**src/rtl/demux1to3_buf.sv**
```systemverilog
// One-to-three demultiplexer with a single output register per channel.
// Illegal destinations are accepted, discarded and tallied in err/err_cnt.
module demux1to3_buf #(
  parameter int WIDTH = 16
) (
  input  logic             clk,
  input  logic             rst,
  input  logic             in_valid,
  output logic             in_ready,
  input  logic [1:0]       in_sel,
  input  logic [WIDTH-1:0] in_data,
  output logic             o1_valid,
  output logic [WIDTH-1:0] o1_data,
  input  logic             o1_ready,
  output logic             o2_valid,
  output logic [WIDTH-1:0] o2_data,
  input  logic             o2_ready,
  output logic             o3_valid,
  output logic [WIDTH-1:0] o3_data,
  input  logic             o3_ready,
  input  logic             clr_err,
  output logic             err,
  output logic [7:0]       err_cnt
);

  logic [2:0]       valid_q, valid_d;
  logic [WIDTH-1:0] data_q [3];
  logic [WIDTH-1:0] data_d [3];
  logic             err_q, err_d;
  logic [7:0]       err_cnt_q, err_cnt_d;

  logic [2:0] out_ready;
  logic [2:0] take;
  logic [2:0] load;
  logic       illegal_acc;

  // A full channel can still accept when it drains in the same cycle.
  always_comb begin
    out_ready = {o3_ready, o2_ready, o1_ready};
    take      = valid_q & out_ready;
    case (in_sel)
      2'b00:   in_ready = !valid_q[0] || take[0];
      2'b01:   in_ready = !valid_q[1] || take[1];
      2'b10:   in_ready = !valid_q[2] || take[2];
      default: in_ready = 1'b1;
    endcase
  end

  always_comb begin
    load        = '0;
    illegal_acc = in_valid && (in_sel == 2'b11);
    valid_d     = valid_q;
    data_d      = data_q;
    for (int i = 0; i < 3; i++) begin
      load[i] = in_valid && in_ready && (in_sel == 2'(i));
      if (load[i]) begin
        valid_d[i] = 1'b1;
        data_d[i]  = in_data;
      end else if (take[i]) begin
        valid_d[i] = 1'b0;
      end
    end

    err_d     = err_q;
    err_cnt_d = err_cnt_q;
    // A clear coinciding with an illegal accept restarts the tally at one.
    if (clr_err) begin
      err_d     = illegal_acc;
      err_cnt_d = illegal_acc ? 8'd1 : 8'd0;
    end else if (illegal_acc) begin
      err_d     = 1'b1;
      err_cnt_d = (err_cnt_q == 8'hFF) ? 8'hFF : err_cnt_q + 8'd1;
    end
  end

  always_ff @(posedge clk) begin
    if (rst) begin
      valid_q   <= '0;
      data_q[0] <= '0;
      data_q[1] <= '0;
      data_q[2] <= '0;
      err_q     <= 1'b0;
      err_cnt_q <= '0;
    end else begin
      valid_q   <= valid_d;
      data_q[0] <= data_d[0];
      data_q[1] <= data_d[1];
      data_q[2] <= data_d[2];
      err_q     <= err_d;
      err_cnt_q <= err_cnt_d;
    end
  end

  assign o1_valid = valid_q[0];
  assign o2_valid = valid_q[1];
  assign o3_valid = valid_q[2];
  assign o1_data  = data_q[0];
  assign o2_data  = data_q[1];
  assign o3_data  = data_q[2];
  assign err      = err_q;
  assign err_cnt  = err_cnt_q;

endmodule

```
**config.mk**
```make
export PLATFORM = sky130hd
export DESIGN_NAME = demux1to3_buf
export DESIGN_NICKNAME = d
export VERILOG_FILES = /design/src/rtl/demux1to3_buf.sv
export SDC_FILE = /design/constraint.sdc
export NUM_CORES = 1
export LEC_CHECK = 0
export CORE_ASPECT_RATIO = 1.75
export CORE_MARGIN = 2
export CORE_UTILIZATION = 40
export CTS_CLUSTER_DIAMETER = 120
export DETAILED_ROUTE_END_ITERATION = 7
export PLACE_DENSITY = 0.76
export SYNTH_ARGS = -nofsm -noshare
export SYNTH_HDL_FRONTEND = slang
export SYNTH_SLANG_ARGS = --single-unit
```
**constraint.sdc**
```tcl
create_clock -name clk -period 1.65 [get_ports clk]
set_clock_uncertainty 0.05 [all_clocks]
set_input_delay 0.33 -clock clk [delete_from_list [all_inputs] [get_ports clk]]
set_output_delay 0.33 -clock clk [all_outputs]
set_load 0.03 [all_outputs]
```
======== Word level (Yosys, flattened, before mapping) ========
Index checks and enable logic that the tools add are counted.
operators by class
  shift operators ......................... 0
  $mul .................................... 0
  reductions and logical operators ........ 16
  bitwise gates (word level) .............. 1
  add/sub/neg operators ................... 1
  magnitude comparators ................... 0
  equality and inequality tests ........... 4
  multiplexer cells ....................... 13
  div/mod/pow operators ................... 0
operators by type and width
  kind                                                 number
  2-to-1 mux 8 bit                                     3
  2-to-1 mux 1 bit                                     9
  adder 8 x 1 -> 8 bit, second input constant          1
  equality test 8 bit, second input constant           1
  nonzero test 2 bit                                   4
  logical AND 1 bit                                    5
  equality test 2 bit, second input constant           2
  AND 3 bit                                            1
  logical NOT 1 bit                                    3
  logical OR 1 bit                                     3
  one-hot mux 1 bit (3 select lines)                   1
  equality test 2 x 1 -> 1 bit, second input constant  1
  logical NOT 2 bit                                    1
word-level totals
  logic and storage cells ................. 43
  RAM bits ................................ 0
  memories kept ........................... 0
  memory bits (read-only) ................. 0
  register bits ........................... 60
  output and inout port bits .............. 61
  bits of input ports ..................... 25
  bits in latches ......................... 0

======== Logic depth before layout (Yosys ltp) ========
Gate-level depths: netlist of run 1.
  word-level depth ........................ 6
  gate-level depth with buffers ........... 6
  gate-level depth less buffers ........... 4

======== Least setup slack after synthesis of run 1 ========
Ideal clock, no wire load.
  path kind ............................... flip-flop to output port
  start ................................... register valid_q[2]
  end ..................................... output port in_ready
  buffers on the path ..................... 1
  required time ........................... 1.270 ns
  stages on the path, launching flop included .. 5
  data arrival time ....................... 1.540 ns
  slack ................................... -0.270 ns
  path through ............................ dfxtp_1 nand2b_1 clkbuf_1 mux2i_1 o21ai_0
on the way
  cells in the longest elaborated chain, start to end .. 3
  elaborated cells on any way between the ends .. 4
  classes of those cells .................. 1 x mux; 1 x bitwise; 2 x reduce/logical
RTL lines
  what                                                   line    text
  from (decl)                                            26      logic [2:0] valid_q, valid_d;
  from (signal assigned)                                 85      valid_q <= valid_d;
  AND 3 bit / logical NOT 1 bit (equally long branches)  40, 44
  logical OR 1 bit (*)                                   44      2'b10: in_ready = !valid_q[2] || take[2];
  one-hot mux 1 bit (3 select lines) (*)                 41      case (in_sel)
  to (decl)                                              9       output logic in_ready,
Mark *: on every way between the ends. The rest lies on a longest branch, timed or not.

======== Final worst setup path of run 1 ========
Ends and elaborated chain as after synthesis.

==> impl_metrics.json, run 1 <==
{
  "status": "complete, no violations",
  "max_slew_margin_pct": 61.97,
  "drc": 0,
  "dr.pass1.iters": 4,
  "cpMaxStageDelayCell": "dfxtp_1",
  "hold_buffers": 0,
  "hold_viol": 0,
  "grt_util_all_layers_pct": 22.23,
  "io-pin-count": 86,
  "grt_pass1_vias": 2547,
  "via_count": 2550,
  "min-delay-start": "rst",
  "critPathLaunchType": "register",
  "r2r_slack_ns": 0.18,
  "synth_edf_count": 0,
  "clk_latency_ns": 0.32,
  "fin_nets": 406,
  "drt_iter0_drc": 125,
  "ys_ff_latch": 60,
  "holdPathStages": 2,
  "cp.arrival_ns": 1.22,
  "fillers": 597,
  "required_ns": 1.27,
  "port_buffers": 85,
  "clk_pin_slew_ns": 0.06,
  "synth_async_sr_flop_share_pct": 0,
  "numCtsBuffers": 9,
  "cp_max_fo": 3,
  "drive_above_1_share_pct": 13.25,
  "htreeDepth": 3,
  "hold_end": "err",
  "dpl-instance-area_sq_um": 3428,
  "core_sq_um": 6086,
  "rsz0062_at_grt": "no",
  "dp.final_hpwl_microns": 5456,
  "clockBufferDepth": 2,
  "leakage_uw": 0.001552,
  "grt_overflow": 0,
  "final_util_pct": 59.42,
  "dieArea_sq_um": 6864,
  "antenna_found_initial": 0,
  "fp.dieW_microns": 63.49,
  "maxCapViolCount": 0,
  "max_freq_mhz": 626.1,
  "cts_root_buf": "clkbuf_8",
  "crit_chain": "nand2b_4 -> mux2i_1 -> o21ai_2 -> buf_6",
  "syn-cell-area_sq_um": 2477,
  "crit_start": "valid_q[2]",
  "ys.warnings.count": 0,
  "clock-sinks": 60,
  "antenna_cells": 0,
  "ir_worst_vdd_uv": 703.3,
  "worst_pin_slew_ns": 0.5678,
  "start_util_pct": 40.71,
  "stdcell_area_sq_um": 3616,
  "wirelength_microns": 7335,
  "pre_cts_ws_ns": -0.3867,
  "end_kind": "primary output",
  "synth_cell_type_count": 38,
  "regToRegEndpoint": "err_cnt[7]",
  "grt_max_degree": 53,
  "die_h_microns": 108.1,
  "synthesis.nets": 318,
  "dp.cells": 448,
  "worst_slack_ns": 0.05280,
  "area_growth_pct": 45.96,
  "grt_pass1_wl_microns": 12030,
  "num_rows": 38,
  "cts_tree": "built",
  "setup_viol": 0,
  "netlist_instances": 292,
  "synth-seq-area-share_pct": 48.48,
  "multiInputGateArea_sq_um": 1155,
  "fin_crit_ns": 1.597,
  "syn_area_per_cell_sq_um": 8.484,
  "hold_class": "in2reg",
  "stdcell_count": 465,
  "wl_per_cell_microns": 15.77,
  "slew_viol_final": 0,
  "rr_startpoint": "err_cnt[0]",
  "routed_via_density": 5.484,
  "place.gp.congestion": 0.7963,
  "ant_nets": 0,
  "powerDensity_nw_per_um2": 928.0,
  "regArea_sq_um": 1201,
  "critPathMaxStageDelay_ns": 0.41,
  "reg2reg_depth": 3,
  "post-route-period-util_pct": 96.80,
  "synthFlopType": "dfxtp_1",
  "worst-setup-path-type": "reg2out"
}
layer usage:
metal | wire [microns] | GRT usage (%) | vias to the layer above
met5 | 0 | 0 | -
met2 | 4045 | 39.17 | 95
met1 | 2597 | 22.74 | 1191
met4 | 275 | 13.20 | 0
li1 | - | - | 1243
met3 | 417 | 6.972 | 21
worst max-delay path by stage:
stage             endpoint  slack, ns  cells after the start
4_1_cts         o1_data[3]      0.002                      5
3_5_place_dp    o2_data[4]      -0.39                      4
2_1_floorplan   err_cnt[7]       0.03                      3
5_1_grt         err_cnt[4]       0.01                      1
6_report          in_ready       0.05                      4
3_3_place_gp   o2_data[10]      -0.32                      4
final cells by class:
cell class	instances	area share, %
multi-input cells	202	31.94
inverters	2	0.2076
clock buffers	11	3.910
flip-flops and latches	60	33.22
well taps	80	2.768
clock inverters	5	2.076
repair buffers	105	25.88
synth_stat cells, types with 2 or more instances:
cell	instances	area [sq um]
and3b_2	2	20.02
a41oi_1	2	17.52
a211oi_1	4	30.03
and3_1	2	12.51
o21ai_0	50	250.2
nand3b_1	2	15.01
buf_4	2	15.01
nand3_1	50	250.2
clkbuf_2	2	10.01
nor2_1	3	11.26
buf_6	3	33.78
dfxtp_1	60	1201
nor2b_1	3	18.77
nand4_1	5	31.28
a21oi_1	57	285.3
buf_2	3	15.01
nand2b_1	3	18.77
inv_1	2	7.510
clkbuf_1	16	60.06
nor3_1	3	15.01
through the flow:
| step | total power (uW) | TNS, ns | hold WS (ns) |
|---|---|---|---|
| final | 3355 | 0 | 0.1541 |
| after floorplan | 1775 | 0 | 0.4245 |
| after global placement | 1974 | -16.27 | 0.4110 |
| after detailed placement | 1981 | -18.13 | 0.4180 |
| after CTS | 3382 | 0 | 0.1376 |
| after global routing | 3486 | 0 | 0.1545 |
cells in the final DEF (no fill, tap or decap), types with 4 or more instances in the layout:
cell type        Yosys  routed
dfxtp_1             60      60
buf_4                2      18
nand3_1             50      50
clkbuf_8             1      10
clkdlybuf4s50_1      0      17
a21oi_1             57      57
dlygate4sd2_1        0      64
nand4_1              5       5
o21ai_0             50      48
a211oi_1             4       4
where the power goes:
| part | switching, uW | internal, uW |
|---|---|---|
| Sequential | 25.2 | 1490 |
| Combinational | 249 | 158 |
| Clock | 546 | 884 |
worst max-delay path: cells and delay by family (launching register included):
family,cells,cell delay [ns]
AND/OR/NAND/NOR,1,0.07
flip-flops,1,0.41
buffers and inverters,1,0.14
AO/OA/AOI/OAI,1,0.10
multiplexers,1,0.17
cell families after synthesis:
logic type / after synthesis / share of synthesized area, %
AOI/OAI and AO/OA: 118 / 25.15
adders and majority gates: 1 / 0.5050
buffers and inverters: 30 / 6.414
DFF: 60 / 48.48
muxes: 1 / 0.4041
and+or+nand+nor: 82 / 19.04
flip-flops by register name, summed over array words and instances, names as in the netlist:
signal   count
err          1
err_cnt      8
o1_data     16
o2_data     16
o3_data     16
valid_q      3
repair_timing:
action                                 4_1_cts  5_1_grt
endpoints found under the hold margin        0        0
pin swaps                                    2        0
setup endpoints to repair                   78       18
setup buffers                                1        0
resized for setup                           74        3
Power figures use the tool's default switching activity.
==> run 2: changes to the inputs <==
--- a/config.mk
+++ b/config.mk
@@ -5,12 +5,13 @@
 export SDC_FILE = /design/constraint.sdc
 export NUM_CORES = 1
 export LEC_CHECK = 0
+export ABC_AREA = 1
 export CORE_ASPECT_RATIO = 1.75
 export CORE_MARGIN = 2
 export CORE_UTILIZATION = 40
 export CTS_CLUSTER_DIAMETER = 120
 export DETAILED_ROUTE_END_ITERATION = 7
-export PLACE_DENSITY = 0.76
+export PLACE_DENSITY = 0.74
 export SYNTH_ARGS = -nofsm -noshare
 export SYNTH_HDL_FRONTEND = slang
 export SYNTH_SLANG_ARGS = --single-unit
==> impl_metrics.json, run 2 <==
{
  "status": "complete, no violations",
  "fin_nets": 565,
  "worst_pin_slew_ns": 0.3722,
  "grt_max_degree": 49,
  "synth_fa_ha_area_share_pct": 0.4382,
  "netlist_instances": 437,
  "via_count": 2788,
  "start_util_pct": 41.34,
  "ir_worst_vdd_uv": 693.0,
  "area_growth_pct": 45.62,
  "cts_root_buf": "clkbuf_16",
  "worst_slack_ns": 0.02441,
  "syn-cell-area_sq_um": 2855,
  "htreeDepth": 3,
  "post-route-period-util_pct": 98.52,
  "max_freq_mhz": 615.2,
  "dieArea_sq_um": 7856,
  "fillers": 644,
  "use_met2_pct": 36.41,
  "grt_use_met1_pct": 21.82,
  "synth_xor_area_share_pct": 0,
  "intPower_uw": 2929,
  "num_rows": 40,
  "ant_nets": 0,
  "port_buffers": 85,
  "synth_top_family_by_area": "simple AND/OR/NAND/NOR gates",
  "seqPwrFrac_pct": 39.4,
  "synth_cell_type_count": 21,
  "synth-seq-area-share_pct": 42.07,
  "synth-compound-area-share_pct": 3.243,
  "yosysMostFrequentCell": "nand2_1",
  "yosys.area_share.simple_pct": 37.64,
  "grt_util_all_layers_pct": 20.41,
  "dp.final_hpwl_microns": 5435,
  "antenna_found_initial": 0,
  "slew_viol_final": 0,
  "grt_pass1_vias": 2621,
  "maxCapViolCount": 0,
  "pre_cts_ws_ns": -0.2144,
  "hold_class": "reg2reg",
  "powerDensity_nw_per_um2": 933.8,
  "final_common_cell": "nand2_1",
  "p_clk_share_pct": 47.0,
  "cts_tree": "built",
  "synthFlopType": "dfxtp_1",
  "leakage_uw": 0.002338,
  "routed_via_density": 4.439,
  "clk_pin_slew_ns": 0.05,
  "setup_viol": 0,
  "synthesis.nets": 463,
  "grt_busiest_layer": "met2",
  "power_frac_comb_pct": 13.5,
  "ys.warnings.count": 0,
  "synth_async_sr_flop_share_pct": 0,
  "crit_start": "o2_ready",
  "switching_share_pct": 24.56,
  "ys_ff_latch": 60,
  "grt_overflow": 0,
  "clk_latency_ns": 0.33,
  "drive_above_1_share_pct": 11.40,
  "antenna_cells": 0,
  "yosys.area.top_type": "dfxtp_1",
  "grt_pass1_wl_microns": 12010,
  "synthTopCellsByArea": "dfxtp_1 42%, nand2_1 15%, inv_1 12%, nor2_1 11%, nand4_1 3.7%",
  "worst-setup-path-type": "in2out",
  "io-pin-count": 86,
  "max_slew_margin_pct": 75.28,
  "wl_per_cell_microns": 11.65,
  "switchingPower_uw": 953.5,
  "fin_crit_ns": 1.626,
  "ys_top_cells_by_count": "114 x nand2_1, 95 x inv_1, 85 x nor2_1",
  "synth_edf_count": 0,
  "hold_buffers": 0,
  "drc": 0,
  "fin_setup_tns_ns": 0,
  "cp.arrival_ns": 1.25,
  "core_sq_um": 6907,
  "fp.dieW_microns": 67.87,
  "min-delay-start": "err",
  "rr_startpoint": "err_cnt[0]",
  "final_cell_mix": "110 x nand2_1, 94 x inv_1, 85 x nor2_1",
  "drt_iter0_drc": 80,
  "dr.pass1.iters": 6,
  "clock-sinks": 60,
  "hold_viol": 0,
  "place.gp.congestion": 0.7750,
  "synth.mux.area_fraction_pct": 0,
  "die_h_microns": 115.8,
  "numCtsBuffers": 9,
  "end_kind": "primary output",
  "required_ns": 1.27,
  "syn_area_per_cell_sq_um": 6.534,
  "use_met3_pct": 4.369,
  "cp_max_fo": 5,
  "wirelength_microns": 7318,
  "clockBufferDepth": 2,
  "critPathLaunchType": "input port",
  "hold_slack_ns": 0.4174,
  "synth.top_cell.area_share_pct": 42.07
}
## run 2: logic make-up after synthesis
group | count (synthesis)
simple gates | 245
compound gates | 18
buf+inv | 113
flops | 60
fa+ha+maj | 1
## run 2: final cells by class
type	instances	area, sq um	share of cell area (%)
Clock buffer	16	301.5	7.252
Timing Repair Buffer	108	984.7	23.68
Multi-Input combinational cell	264	1205	28.98
Tap cell	84	105.1	2.528
Sequential cell	60	1201	28.89
Inverter	96	360.3	8.667
## run 2: power groups by stage
stage / Combinational, uW / Clock (uW) / Sequential [uW]
floorplan: 207 / 0 / 1660
global placement: 541 / 0 / 1560
detailed placement: 549 / 0 / 1560
CTS: 519 / 1870 / 1530
global route: 579 / 1930 / 1530
finish: 525 / 1830 / 1530
## run 2: path summary, 6_finish.rpt
| kind | end | slack, ns | cells after the start |
|---|---|---|---|
| min | err | 0.42 | 2 |
| min reg2reg | err | 0.42 | 2 |
| max reg2reg | err_cnt[0] | 0.10 | 7 |
| max | in_ready | 0.02 | 6 |
## run 2: through the flow
| step | instance area (sq um) | power, uW | util (%) | instances |
|---|---|---|---|---|
| 2_1_floorplan | 2855 | 1863 | - | 437 |
| 3_5_place_dp | 3882 | 2111 | 56.21 | 609 |
| 4_1_cts | 4118 | 3917 | 59.62 | 625 |
| 3_3_place_gp | 3882 | 2102 | 56.21 | 609 |
| 6_report | 4158 | 3882 | 60.20 | 628 |
| 5_1_grt | 4158 | 4048 | 60.20 | 628 |
## run 2: critical path, cell delays in order
cell             delay, ns
clkdlybuf4s50_1       0.45
inv_1                 0.05
nand2_2               0.09
nand2_4               0.07
nand3_4               0.11
buf_6                 0.15
## run 2: repair_timing
item,4_1_cts,5_1_grt
endpoints found under the setup margin,61,1
gates cloned,0,0
setup buffers,0,3
gates resized for setup,66,5
pin swaps,1,3
## run 2: layer usage
layer  vias to the layer above  wire length (microns)
li1                       1486                      -
met4                         0                    215
met5                         -                      0
met1                      1228                   2916
met3                        14                    274
met2                        60                   3912
